### config.mk
export PLATFORM = sky130hd
export DESIGN_NAME = wb_pipe_stage
export DESIGN_NICKNAME = d
export VERILOG_FILES = /design/src/rtl/wb_pipe_stage_pkg.sv /design/src/rtl/wb_pipe_entry.sv /design/src/rtl/wb_pipe_stage.sv
export SDC_FILE = /design/constraint.sdc
export NUM_CORES = 1
export LEC_CHECK = 0
export ABC_AREA = 1
export CORE_ASPECT_RATIO = 1.25
export CORE_MARGIN = 2
export CORE_UTILIZATION = 45
export CTS_BUF_LIST = sky130_fd_sc_hd__clkbuf_16
export DETAILED_ROUTE_END_ITERATION = 16
export PLACE_DENSITY = 0.7
export SLEW_MARGIN = 10
export SYNTH_ARGS = -nofsm -noshare
export SYNTH_HDL_FRONTEND = slang
export SYNTH_HIERARCHICAL = 1
export SYNTH_SLANG_ARGS = --single-unit
### constraint.sdc
create_clock -name clk -period 2.4 [get_ports clk]
set_input_delay 0.72 -clock clk [delete_from_list [all_inputs] [get_ports clk]]
set_output_delay 0.72 -clock clk [all_outputs]
set_load 0.01 [all_outputs]
### src/rtl/wb_pipe_stage_pkg.sv
// wb_pipe_stage_pkg: shared constants and state encoding for the MEM->WB stage.
//   RstEnable/WriteDisable/ZeroWord/NOPRegAddr : legacy codebase defines
//   wbp_state_e                                : skid-buffer occupancy states
package wb_pipe_stage_pkg;

    localparam logic        RstEnable    = 1'b1;
    localparam logic        WriteDisable = 1'b0;
    localparam logic [31:0] ZeroWord     = 32'h0000_0000;
    localparam logic [4:0]  NOPRegAddr   = 5'b00000;

    typedef enum logic [1:0] {
        WBP_EMPTY = 2'b00,
        WBP_ONE   = 2'b01,
        WBP_TWO   = 2'b10
    } wbp_state_e;

endpackage

### src/rtl/wb_pipe_entry.sv
// wb_pipe_entry: one NCH-channel writeback payload register set.
// Ports:
//   clk, rst      : clock, synchronous active-high reset
//   load          : capture d_* next cycle
//   clr           : return to the empty payload (we=0, addr=NOP_ADDR, data=0); wins over load
//   d_we/d_waddr/d_wdata : payload to capture
//   q_we/q_waddr/q_wdata : registered payload
module wb_pipe_entry
    import wb_pipe_stage_pkg::*;
#(
    parameter int unsigned NCH      = 3,
    parameter int unsigned AW       = 5,
    parameter int unsigned DW       = 32,
    parameter int unsigned NOP_ADDR = 0
) (
    input  logic              clk,
    input  logic              rst,
    input  logic              load,
    input  logic              clr,
    input  logic [NCH-1:0]    d_we,
    input  logic [NCH*AW-1:0] d_waddr,
    input  logic [NCH*DW-1:0] d_wdata,
    output logic [NCH-1:0]    q_we,
    output logic [NCH*AW-1:0] q_waddr,
    output logic [NCH*DW-1:0] q_wdata
);

    logic [NCH-1:0]    we_q,    we_d;
    logic [NCH*AW-1:0] waddr_q, waddr_d;
    logic [NCH*DW-1:0] wdata_q, wdata_d;
    logic [NCH*AW-1:0] nop_waddr;
    logic [NCH*DW-1:0] nop_wdata;

    // Empty-payload image, replicated per channel
    always_comb begin
        nop_waddr = '0;
        nop_wdata = '0;
        for (int k = 0; k < NCH; k++) begin
            nop_waddr[k*AW +: AW] = AW'(NOP_ADDR);
            nop_wdata[k*DW +: DW] = DW'(ZeroWord);
        end
    end

    // Next payload: clear beats load beats hold
    always_comb begin
        we_d    = we_q;
        waddr_d = waddr_q;
        wdata_d = wdata_q;
        if (clr) begin
            we_d    = {NCH{WriteDisable}};
            waddr_d = nop_waddr;
            wdata_d = nop_wdata;
        end else if (load) begin
            we_d    = d_we;
            waddr_d = d_waddr;
            wdata_d = d_wdata;
        end
    end

    always_ff @(posedge clk) begin
        if (rst == RstEnable) begin
            we_q    <= {NCH{WriteDisable}};
            waddr_q <= nop_waddr;
            wdata_q <= nop_wdata;
        end else begin
            we_q    <= we_d;
            waddr_q <= waddr_d;
            wdata_q <= wdata_d;
        end
    end

    assign q_we    = we_q;
    assign q_waddr = waddr_q;
    assign q_wdata = wdata_q;

endmodule

### src/rtl/wb_pipe_stage.sv
// wb_pipe_stage: MEM->WB pipeline register with valid/ready handshake,
// 2-entry skid buffer (main + skid) and synchronous flush.
// Ports:
//   clk, rst            : clock, synchronous active-high reset
//   flush               : squash all held entries
//   in_valid/in_ready   : mem-side handshake (in_ready is a pure register)
//   in_we/in_waddr/in_wdata    : NCH channels, ch k at [k*W +: W]
//   out_valid/out_ready : wb-side handshake
//   out_we/out_waddr/out_wdata : main-entry payload, empty payload when out_valid=0
//   stall_cnt           : saturating stall counter, only with WBPIPE_STALL_CNT_EN
module wb_pipe_stage
    import wb_pipe_stage_pkg::*;
#(
    parameter int unsigned NCH      = 3,
    parameter int unsigned AW       = 5,
    parameter int unsigned DW       = 32,
    parameter int unsigned NOP_ADDR = 0
) (
    input  logic              clk,
    input  logic              rst,
    input  logic              flush,
    input  logic              in_valid,
    output logic              in_ready,
    input  logic [NCH-1:0]    in_we,
    input  logic [NCH*AW-1:0] in_waddr,
    input  logic [NCH*DW-1:0] in_wdata,
    output logic              out_valid,
    input  logic              out_ready,
    output logic [NCH-1:0]    out_we,
    output logic [NCH*AW-1:0] out_waddr,
    output logic [NCH*DW-1:0] out_wdata
`ifdef WBPIPE_STALL_CNT_EN
    ,output logic [31:0]      stall_cnt
`endif
);

    wbp_state_e state_q, state_d;
    logic       in_ready_q, in_ready_d;
    logic       out_valid_q, out_valid_d;

    logic in_xfer, out_xfer;
    logic main_load, main_clr, main_from_skid;
    logic skid_load, skid_clr;

    logic [NCH-1:0]    main_d_we,    skid_we;
    logic [NCH*AW-1:0] main_d_waddr, skid_waddr;
    logic [NCH*DW-1:0] main_d_wdata, skid_wdata;

    // Next state and entry control
    always_comb begin
        state_d        = state_q;
        main_load      = 1'b0;
        main_clr       = 1'b0;
        main_from_skid = 1'b0;
        skid_load      = 1'b0;
        skid_clr       = 1'b0;
        in_xfer        = in_valid & in_ready_q;
        out_xfer       = out_valid_q & out_ready;

        if (flush) begin
            state_d  = WBP_EMPTY;
            main_clr = 1'b1;
            skid_clr = 1'b1;
        end else begin
            unique case (state_q)
                WBP_EMPTY: begin
                    if (in_xfer) begin
                        main_load = 1'b1;
                        state_d   = WBP_ONE;
                    end
                end
                WBP_ONE: begin
                    if (in_xfer && out_xfer) begin
                        main_load = 1'b1;
                    end else if (out_xfer) begin
                        main_clr = 1'b1;
                        state_d  = WBP_EMPTY;
                    end else if (in_xfer) begin
                        skid_load = 1'b1;
                        state_d   = WBP_TWO;
                    end
                end
                WBP_TWO: begin
                    // in_ready is low here, so only the drain can happen
                    if (out_xfer) begin
                        main_load      = 1'b1;
                        main_from_skid = 1'b1;
                        skid_clr       = 1'b1;
                        state_d        = WBP_ONE;
                    end
                end
                default: begin
                    state_d  = WBP_EMPTY;
                    main_clr = 1'b1;
                    skid_clr = 1'b1;
                end
            endcase
        end

        in_ready_d  = (state_d != WBP_TWO);
        out_valid_d = (state_d != WBP_EMPTY);

        main_d_we    = main_from_skid ? skid_we    : in_we;
        main_d_waddr = main_from_skid ? skid_waddr : in_waddr;
        main_d_wdata = main_from_skid ? skid_wdata : in_wdata;
    end

    always_ff @(posedge clk) begin
        if (rst == RstEnable) begin
            state_q     <= WBP_EMPTY;
            in_ready_q  <= 1'b1;
            out_valid_q <= 1'b0;
        end else begin
            state_q     <= state_d;
            in_ready_q  <= in_ready_d;
            out_valid_q <= out_valid_d;
        end
    end

    // Main entry drives the outputs directly
    wb_pipe_entry #(
        .NCH      (NCH),
        .AW       (AW),
        .DW       (DW),
        .NOP_ADDR (NOP_ADDR)
    ) u_main (
        .clk     (clk),
        .rst     (rst),
        .load    (main_load),
        .clr     (main_clr),
        .d_we    (main_d_we),
        .d_waddr (main_d_waddr),
        .d_wdata (main_d_wdata),
        .q_we    (out_we),
        .q_waddr (out_waddr),
        .q_wdata (out_wdata)
    );

    // Skid entry catches the transfer accepted while wb stalls
    wb_pipe_entry #(
        .NCH      (NCH),
        .AW       (AW),
        .DW       (DW),
        .NOP_ADDR (NOP_ADDR)
    ) u_skid (
        .clk     (clk),
        .rst     (rst),
        .load    (skid_load),
        .clr     (skid_clr),
        .d_we    (in_we),
        .d_waddr (in_waddr),
        .d_wdata (in_wdata),
        .q_we    (skid_we),
        .q_waddr (skid_waddr),
        .q_wdata (skid_wdata)
    );

    assign in_ready  = in_ready_q;
    assign out_valid = out_valid_q;

`ifdef WBPIPE_STALL_CNT_EN
    logic [31:0] stall_cnt_q, stall_cnt_d;

    // Saturating count of cycles wb holds off a valid entry; flush does not clear it
    always_comb begin
        stall_cnt_d = stall_cnt_q;
        if (out_valid_q && !out_ready && (stall_cnt_q != 32'hFFFF_FFFF)) begin
            stall_cnt_d = stall_cnt_q + 32'd1;
        end
    end

    always_ff @(posedge clk) begin
        if (rst == RstEnable) begin
            stall_cnt_q <= 32'd0;
        end else begin
            stall_cnt_q <= stall_cnt_d;
        end
    end

    assign stall_cnt = stall_cnt_q;
`endif

endmodule
==> qor.json, run 1 <==
{
  "irDropWorstVdd_mv": 0.486,
  "synthMuxAreaShare_pct": 0,
  "setup_skew_ns": 0.0135,
  "route.vias.total": 11047,
  "worstMarginPinSlew_ns": 0.539,
  "detail_route.drc_violations": 0,
  "holdCritStartpoint": "u_main/q_wdata[73]",
  "rsz_0062_raised_after_global_routing": "false",
  "criticalPathCategory": "reg2out",
  "post_synthesis_simple_gate_area_fraction_pct": 44.4,
  "grt_overflow": 0,
  "critical_path.cell_chain": "clkdlybuf4s50_1",
  "finalCriticalPeriod_ns": 2.18,
  "synth-xor-area-share_pct": 0,
  "critical_path_required_ns": 1.68,
  "slowest_delay_ns": 0.56,
  "worstSetupEndpointType": "output port",
  "layout-drive-gt1-share_pct": 5.07,
  "grt_pass1_wl_um": 47700,
  "status": "finished clean",
  "gp_congestion": 0.778,
  "top_ports": 235,
  "cts-htree-levels": 1,
  "ff2ff_setup_slack_ns": 0.70,
  "timing.final.max_slew_violations": 0,
  "cp_top_family": "buffers and inverters",
  "finalCritPeriodShare_pct": 90.7,
  "critical-path-slowest-cell": "sky130_fd_sc_hd__clkdlybuf4s50_1",
  "cts_root_buffer": "sky130_fd_sc_hd__clkbuf_16",
  "gr-usage-all-layers_pct": 22.0,
  "place_ws_ns": -0.135,
  "setup_violators_final": 0,
  "clk-insertion-delay-late_ns": 0.51,
  "synth_fp_nets": 1975,
  "die_h_um": 180,
  "relSlewSlack_pct": 64.1,
  "most_common_cell_in_the_netlist": "sky130_fd_sc_hd__nand2_1",
  "avgSynthCellArea_um2": 6.00,
  "synth_area_leaders": "sky130_fd_sc_hd__dfxtp_1 42%, sky130_fd_sc_hd__nand2_1 23%, sky130_fd_sc_hd__nor2_1 16%, sky130_fd_sc_hd__inv_1 7.8%, sky130_fd_sc_hd__nand3_1 5.3%",
  "cts_inserted_buffers": 25,
  "synth_fa_ha_area_share_pct": 0,
  "layout.area.seq_um2": 4640,
  "synth_area_leader_cell": "sky130_fd_sc_hd__dfxtp_1",
  "worst_hold_path_type": "reg2reg",
  "count_of_flip_flops_with_a_built_in_enable_after_synthesis": 0,
  "detailed_route_iter0_violations": 446,
  "critical_path_peak_fanout": 2,
  "synth.cells.most_frequent": "693 x sky130_fd_sc_hd__nand2_1, 460 x sky130_fd_sc_hd__nor2_1, 232 x sky130_fd_sc_hd__dfxtp_1",
  "place.port_buffers": 234,
  "dp_hpwl_um": 19600,
  "design.final.nets": 2194,
  "fillcell_total": 2398,
  "area_growth_syn_to_layout_pct": 34.3,
  "p_leak_nw": 6.91,
  "synth_cells": 1856,
  "cts.path.max_buffers": 3,
  "cp.arrival_ns": 1.46,
  "avgViaCountPerCell": 4.56,
  "initial_utilization_pct": 45.6,
  "yosys_register_bits": 232,
  "post-synth-top-area-fraction_pct": 41.7,
  "grt_start_max_net_pins": 45,
  "area_of_the_multi_input_gates_um2": 5020,
  "mappedNetlistArea_um2": 11100,
  "drt-pass1-iter-count": 6,
  "timing.critical_path.buf_inv": 1,
  "ys_seq_area_share_pct": 41.7,
  "cts.clk_slew.worst_paths_ns": 0.06,
  "detail_route.wl_per_cell_um": 11.9,
  "synthDistinctLibCells": 18,
  "design.die.area_um2": 26000,
  "synth-async-reset-ratio_pct": 0,
  "source_of_the_worst_register_to_register_timing_path": "out_valid",
  "power_density_nw_per_um2": 584,
  "post_cts.resized_instances": 0,
  "first_global_vias": 10143,
  "setup.worst_path.start": "u_main/q_waddr[9]",
  "rows": 64,
  "route.antenna.remaining_nets": 0,
  "main_flop_type_after_synthesis": "sky130_fd_sc_hd__dfxtp_1",
  "tritoncts_num_sinks": 232,
  "fmax_mhz": 460,
  "timing.final.ws_setup_ns": 0.224,
  "synth_compound_gate_area_share_pct": 0.315,
  "setup_repair_bufs_after_cts": 0,
  "finalHoldViolations": 0,
  "die_width_um": 145,
  "cts_tree": "yes",
  "yosys_warnings": 6,
  "antenna_found_initial": 6,
  "main_combinational_cell_family_by_area_after_synthesis": "simple AND/OR/NAND/NOR gates",
  "routed_wirelength_um": 28900,
  "holdWs_ns": 0.468,
  "setup.worst_path.start_class": "register",
  "floorplan.core_area_um2": 24400,
  "postCtsHoldBufs": 0,
  "cap_violations": 0
}
==> cell type report <==
class | instances | share of cell area, %
repair buffers | 302 | 21.8
diodes | 2 | 0.0335
inverters | 233 | 5.87
multi-input cells | 1281 | 33.6
flip-flops and latches | 232 | 31.1
clock inverters | 19 | 0.711
well taps | 330 | 2.76
clock buffers | 25 | 4.18
==> cell usage in the layout, fill, tap and decap left out <==
cell type / Yosys / final
sky130_fd_sc_hd__clkinv_2: 0 / 3
sky130_fd_sc_hd__nor2_4: 1 / 4
sky130_fd_sc_hd__clkbuf_16: 0 / 25
sky130_fd_sc_hd__buf_4: 1 / 35
sky130_fd_sc_hd__nor2_1: 460 / 459
sky130_fd_sc_hd__buf_12: 0 / 33
sky130_fd_sc_hd__diode_2: 0 / 2
sky130_fd_sc_hd__clkdlybuf4s50_1: 0 / 234
sky130_fd_sc_hd__a21boi_4: 0 / 1
sky130_fd_sc_hd__nand2_4: 0 / 1
sky130_fd_sc_hd__inv_2: 2 / 1
sky130_fd_sc_hd__o21ai_0: 1 / 1
sky130_fd_sc_hd__nand3_1: 118 / 118
sky130_fd_sc_hd__clkinv_4: 0 / 1
sky130_fd_sc_hd__nand2_1: 693 / 693
sky130_fd_sc_hd__clkinv_1: 0 / 10
sky130_fd_sc_hd__dfxtp_1: 232 / 232
sky130_fd_sc_hd__o31ai_1: 1 / 1
sky130_fd_sc_hd__inv_1: 231 / 235
sky130_fd_sc_hd__inv_4: 0 / 1
sky130_fd_sc_hd__bufinv_16: 0 / 1
sky130_fd_sc_hd__a21oi_1: 3 / 3
==> metal layers <==
metal | track usage (%) | vias to the layer above | wire length (um)
met5 | 0 | - | 48
met4 | 5.75 | 6 | 568
met3 | 4.79 | 41 | 1930
met2 | 38.1 | 258 | 13700
met1 | 27.5 | 4909 | 12700
li1 | - | 5833 | -
==> cells by family (layout without fill, tap and decap cells) <==
kind of cell    count (synthesis)  in the layout
simple gates                 1275           1275
compound gates                  6              6
buf+inv                       343            579
flops                         232            232
other cells                     0              2
==> stage by stage <==
step	instances	setup TNS, ns	instance area (um2)	util (%)	power [W]
after global routing	2424	0	15000	61.2	0.00916
after detailed placement	2378	-11.20	14200	58.2	0.00529
after floorplan	1856	0	11100	-	0.00471
after global placement	2378	-6.15	14200	58.2	0.00527
after CTS	2422	0	14900	61.2	0.00883
final	2424	0	15000	61.2	0.00873
==> state kept, by name (all words and copies together) (netlist names) <==
name            cells
state_q             2
u_main/q_wdata     96
u_main/q_we         3
u_skid/q_we         3
in_ready            1
out_valid           1
u_skid/q_wdata     96
u_main/q_waddr     15
u_skid/q_waddr     15
==> worst paths after layout <==
path         cells after the start            endpoint
max                              1        out_waddr[9]
min                              2  u_main/q_wdata[73]
max reg2reg                      9   u_main/q_waddr[6]
min reg2reg                      2  u_main/q_wdata[73]
==> report_power, final <==
group          switching [W]  internal [W]
combinational       0.000604      0.000608
sequential         0.0000471       0.00394
clock                0.00155       0.00198
No activity file was read; power rests on OpenSTA's default activity.
==> run 2, diff against run 1 <==
--- a/config.mk
+++ b/config.mk
@@ -7,7 +7,6 @@
 export LEC_CHECK = 0
 export ABC_AREA = 1
 export CORE_ASPECT_RATIO = 1.25
-export CORE_MARGIN = 2
 export CORE_UTILIZATION = 45
 export CTS_BUF_LIST = sky130_fd_sc_hd__clkbuf_16
 export DETAILED_ROUTE_END_ITERATION = 16
==> run 2 against run 1 <==
- critical path depth is the same
- final cell count fell by 0.66%
- clock skew is 0.0055 ns lower
- sequential power barely moved
- critical endpoint is now out_we[2]
- largest power group unchanged
==> qor.json, run 2 (same netlist as run 1, synthesis figures left out) <==
{
  "worstMarginPinSlew_ns": 0.541,
  "power_density_nw_per_um2": 584,
  "criticalPathCategory": "reg2out",
  "top_ports": 235,
  "critical_path_required_ns": 1.68,
  "cap_violations": 0,
  "first_global_vias": 9608,
  "cts.path.max_buffers": 3,
  "source_of_the_worst_register_to_register_timing_path": "in_ready",
  "setup_violators_final": 0,
  "setup_repair_bufs_after_cts": 0,
  "setup.worst_path.start_class": "register",
  "critical-path-slowest-cell": "sky130_fd_sc_hd__clkdlybuf4s50_1",
  "fmax_mhz": 463,
  "layout-drive-gt1-share_pct": 4.57,
  "holdCritStartpoint": "u_main/q_wdata[90]",
  "total_power_w": 0.00863,
  "grt_overflow": 0,
  "worst_hold_path_type": "reg2reg",
  "route.vias.total": 10816,
  "timing.critical_path.buf_inv": 1,
  "p_leak_nw": 6.81,
  "die_h_um": 178,
  "place_ws_ns": -0.0389,
  "finalCritPeriodShare_pct": 90.1,
  "cts_tree": "yes",
  "grt_pass1_wl_um": 45400,
  "irDropWorstVdd_mv": 0.549,
  "timing.final.max_slew_violations": 0,
  "worst_r2r_endpoint": "u_main/q_wdata[63]",
  "detail_route.wl_per_cell_um": 11.5,
  "cp_top_family": "buffers and inverters",
  "cts_inserted_buffers": 24,
  "floorplan.core_area_um2": 24400,
  "avgViaCountPerCell": 4.49,
  "detail_route.drc_violations": 0,
  "gp_congestion": 0.793,
  "cts_root_buffer": "sky130_fd_sc_hd__clkbuf_16",
  "place.port_buffers": 234,
  "initial_utilization_pct": 45.6,
  "fillcell_total": 2368,
  "ff2ff_setup_slack_ns": 0.79,
  "routed_wirelength_um": 27600,
  "area_growth_syn_to_layout_pct": 32.7,
  "antenna_found_initial": 1,
  "drt-pass1-iter-count": 5,
  "holdPathEnd": "u_main/q_wdata[90]",
  "tritoncts_num_sinks": 232,
  "finalCriticalPeriod_ns": 2.16,
  "rsz_0062_raised_after_global_routing": "false",
  "gr-usage-all-layers_pct": 21.7,
  "cp.arrival_ns": 1.44,
  "grt_start_max_net_pins": 69,
  "clk-insertion-delay-late_ns": 0.51,
  "final_cell_mix": "693 x sky130_fd_sc_hd__nand2_1, 459 x sky130_fd_sc_hd__nor2_1, 234 x sky130_fd_sc_hd__inv_1, 234 x sky130_fd_sc_hd__clkdlybuf4s50_1, 232 x sky130_fd_sc_hd__dfxtp_1",
  "design.final.nets": 2180,
  "cts.clk_slew.worst_paths_ns": 0.06,
  "worst-path-stages": 1,
  "critical_path.cell_chain": "clkdlybuf4s50_1",
  "slowest_delay_ns": 0.60,
  "postCtsHoldBufs": 0,
  "design.die.area_um2": 25400,
  "status": "finished clean",
  "critical_path_peak_fanout": 2,
  "relSlewSlack_pct": 63.9,
  "route.antenna.remaining_nets": 0,
  "rows": 64,
  "cts-htree-levels": 1,
  "detailed_route_iter0_violations": 639,
  "setup_skew_ns": 0.00803,
  "dp_hpwl_um": 18400,
  "finalHoldViolations": 0,
  "number_of_cells_on_the_worst_reg_to_reg_path": 9,
  "die_width_um": 143,
  "timing.final.ws_setup_ns": 0.238,
  "setup.worst_path.start": "u_main/q_we[2]",
  "final_common_cell": "sky130_fd_sc_hd__nand2_1",
  "worst_hold_path.num_cells": 2,
  "post_cts.resized_instances": 0,
  "worstSetupEndpointType": "output port"
}
==> run 2: stage by stage <==
step	std cells	TNS [ns]	hold slack (ns)	area (um2)	util, %
after floorplan	1856	0	0.450	11100	-
after global placement	2365	-1.67	0.456	14000	57.5
after detailed placement	2365	-1.98	0.462	14000	57.5
after CTS	2407	0	0.470	14800	60.5
after global routing	2407	0	0.480	14800	60.5
final	2408	0	0.469	14800	60.5
==> run 2: worst max path at each step <==
| stage | slack (ns) | endpoint |
|---|---|---|
| after floorplan | 0.31 | u_main/q_waddr[10] |
| after global placement | -0.04 | u_main/q_wdata[81] |
| after detailed placement | -0.04 | u_main/q_wdata[55] |
| after CTS | 0.21 | out_we[2] |
| after global routing | 0.19 | out_we[2] |
| final | 0.24 | out_we[2] |
==> run 2: routing by layer <==
layer	vias up	share of wire [%]	track usage, %
li1	5813	-	-
met1	4702	45	27.7
met2	269	46	37.7
met3	32	6.9	4.40
met4	0	1.5	4.53
met5	-	0	0
==> run 2: power by group <==
| group | total [W] | internal (W) | switching [W] |
|---|---|---|---|
| Clock | 0.00348 | 0.00198 | 0.00150 |
| Combinational | 0.00116 | 0.000572 | 0.000591 |
| Sequential | 0.00399 | 0.00394 | 0.0000475 |
==> run 2: worst min-delay path: cells and delay by family (launching register included) <==
family	cells	cell delay [ns]
flops	1	0.30
simple gates	2	0.13
==> run 2: area by class of cell <==
class,count,area [um2],area share (%)
diodes,1,2.50,0.0169
repair buffers,289,3090,20.9
well taps,330,413,2.79
inverters,233,877,5.94
clock buffers,25,626,4.23
clock inverters,17,100,0.678
flip-flops and latches,232,4640,31.4
multi-input cells,1281,5020,34.0
==> run 3, diff against run 2 <==
==> constraint.sdc (replaced) <==
create_clock -name clk -period 2.4 [get_ports clk]
set_input_delay 0.72 -clock clk [delete_from_list [all_inputs] [get_ports clk]]
set_output_delay 0.72 -clock clk [all_outputs]
set_load 0.05 [all_outputs]
==> run 3 against run 2 <==
- via count up 0.45%
- clock-buffer cell count unchanged
- clock skew down 0.0018 ns
- first-iteration DRC count down 12%
- die area unchanged
- sequential cell count unchanged
- highest routed layer is now met5
==> qor.json, run 3 (same netlist as run 1, synthesis figures left out) <==
{
  "p_leak_nw": 7.92,
  "finalCriticalPeriod_ns": 2.37,
  "critical-path-slowest-cell": "sky130_fd_sc_hd__clkdlybuf4s50_1",
  "worst_hold_path_type": "reg2reg",
  "cts.clk_slew.worst_paths_ns": 0.06,
  "source_of_the_worst_register_to_register_timing_path": "state_q[0]",
  "die_width_um": 143,
  "cp.arrival_ns": 1.65,
  "critical_path_required_ns": 1.68,
  "final_cell_mix": "693 x sky130_fd_sc_hd__nand2_1, 459 x sky130_fd_sc_hd__nor2_1, 236 x sky130_fd_sc_hd__inv_1",
  "fin_tns_setup_ns": 0,
  "fmax_mhz": 423,
  "layout-drive-gt1-share_pct": 4.53,
  "holdWs_ns": 0.466,
  "setup_repair_bufs_after_cts": 0,
  "grt_pass1_wl_um": 46400,
  "irDropWorstVdd_mv": 0.470,
  "floorplan.core_area_um2": 24400,
  "first_global_vias": 9915,
  "setup.worst_path.start": "u_main/q_wdata[60]",
  "total_power_w": 0.00880,
  "grt_start_max_net_pins": 69,
  "final_common_cell": "sky130_fd_sc_hd__nand2_1",
  "ff2ff_setup_slack_ns": 0.79,
  "postCtsHoldBufs": 0,
  "post_dp_cell_area_um2": 14000,
  "top_ports": 235,
  "criticalPathCategory": "reg2out",
  "gp_congestion": 0.797,
  "initial_utilization_pct": 45.6,
  "route.vias.total": 10865,
  "rows": 64,
  "timing.critical_path.buf_inv": 1,
  "drt-pass1-iter-count": 5,
  "worstMarginPinSlew_ns": 0.575,
  "detail_route.drc_violations": 0,
  "critical_path_peak_fanout": 2,
  "finalHoldViolations": 0,
  "detailed_route_iter0_violations": 563,
  "cts.path.max_buffers": 3,
  "clk-insertion-delay-late_ns": 0.51,
  "slowest_delay_ns": 0.81,
  "cp_top_family": "buffers and inverters",
  "gr-usage-all-layers_pct": 22.2,
  "design.die.area_um2": 25400,
  "timing.final.max_slew_violations": 0,
  "detail_route.wl_per_cell_um": 11.7,
  "tritoncts_num_sinks": 232,
  "cts-htree-levels": 1,
  "cts_inserted_buffers": 24,
  "holdCritStartpoint": "u_main/q_wdata[69]",
  "avgViaCountPerCell": 4.51,
  "cap_violations": 0,
  "timing.final.ws_setup_ns": 0.0337,
  "fillcell_total": 2376,
  "rsz_0062_raised_after_global_routing": "false",
  "die_h_um": 178,
  "layout.area.seq_um2": 4640,
  "dp_hpwl_um": 18500,
  "finalCritPeriodShare_pct": 98.6,
  "area_of_the_multi_input_gates_um2": 5020,
  "status": "finished clean",
  "grt_overflow": 0,
  "design.final.nets": 2180,
  "worstSetupEndpointType": "output port",
  "area_growth_syn_to_layout_pct": 33.4,
  "power_density_nw_per_um2": 593,
  "place.port_buffers": 234,
  "route.antenna.remaining_nets": 0,
  "routed_wirelength_um": 28100,
  "setup_skew_ns": 0.00625,
  "setup_violators_final": 0,
  "critical_path.cell_chain": "clkdlybuf4s50_1",
  "finish.instance_area_um2": 14900,
  "cts_tree": "yes",
  "place_ws_ns": -0.0562,
  "cts_root_buffer": "sky130_fd_sc_hd__clkbuf_16",
  "post_cts.resized_instances": 35,
  "relSlewSlack_pct": 61.8,
  "antenna_found_initial": 3,
  "setup.worst_path.start_class": "register"
}
-- run 3: changes by cell type in the layout (fill, tap and decap cells not counted) --
cell	delta
sky130_fd_sc_hd__clkinv_2	-1
sky130_fd_sc_hd__dlygate4sd2_1	+35
sky130_fd_sc_hd__clkinv_1	-2
sky130_fd_sc_hd__dlymetal6s2s_1	+54
sky130_fd_sc_hd__buf_4	+1
sky130_fd_sc_hd__inv_1	+2
sky130_fd_sc_hd__clkdlybuf4s50_1	-90
sky130_fd_sc_hd__clkinvlp_4	-1
sky130_fd_sc_hd__diode_2	+1
-- run 3: area by class of cell --
| type | count | share of cell area, % |
|---|---|---|
| timing repair buffer | 289 | 21.4 |
| sequential | 232 | 31.3 |
| multi-input combinational | 1281 | 33.8 |
| antenna | 2 | 0.0337 |
| tap | 330 | 2.78 |
| clock buffer | 25 | 4.21 |
| clock inverter | 15 | 0.590 |
| inverter | 233 | 5.91 |
-- run 3: routing by layer --
layer,share of wire (%),global-route usage (%),vias up
met5,0.046,0,-
met4,2.0,5.96,2
met3,7.2,4.51,41
met2,46,38.2,298
met1,45,28.0,4719
li1,-,-,5805
-- run 3: where the power goes --
group	leakage (nW)	switching [W]	internal, W
logic	5.67	0.000803	0.000553
clock network	0.372	0.00149	0.00197
registers	1.88	0.0000453	0.00394
total	7.92	0.00234	0.00646
-- run 3: through the flow --
stage               instances  utilization, %
floorplan                1856               -
global placement         2365            57.5
detailed placement       2365            57.5
CTS                      2405            60.2
global route             2406            60.8
finish                   2407            60.8
-- run 3: worst paths after layout --
check                  endpoint  cells after the start
min          u_main/q_wdata[69]                      2
min reg2reg  u_main/q_wdata[69]                      2
max reg2reg   u_main/q_waddr[1]                     10
max               out_wdata[60]                      1
-- run 3: tightest hold or removal path, stage by stage (launching register included) --
cell and delay (ns):
sky130_fd_sc_hd__dfxtp_1 0.31, sky130_fd_sc_hd__nor2_1 0.08, sky130_fd_sc_hd__nor2_1 0.05
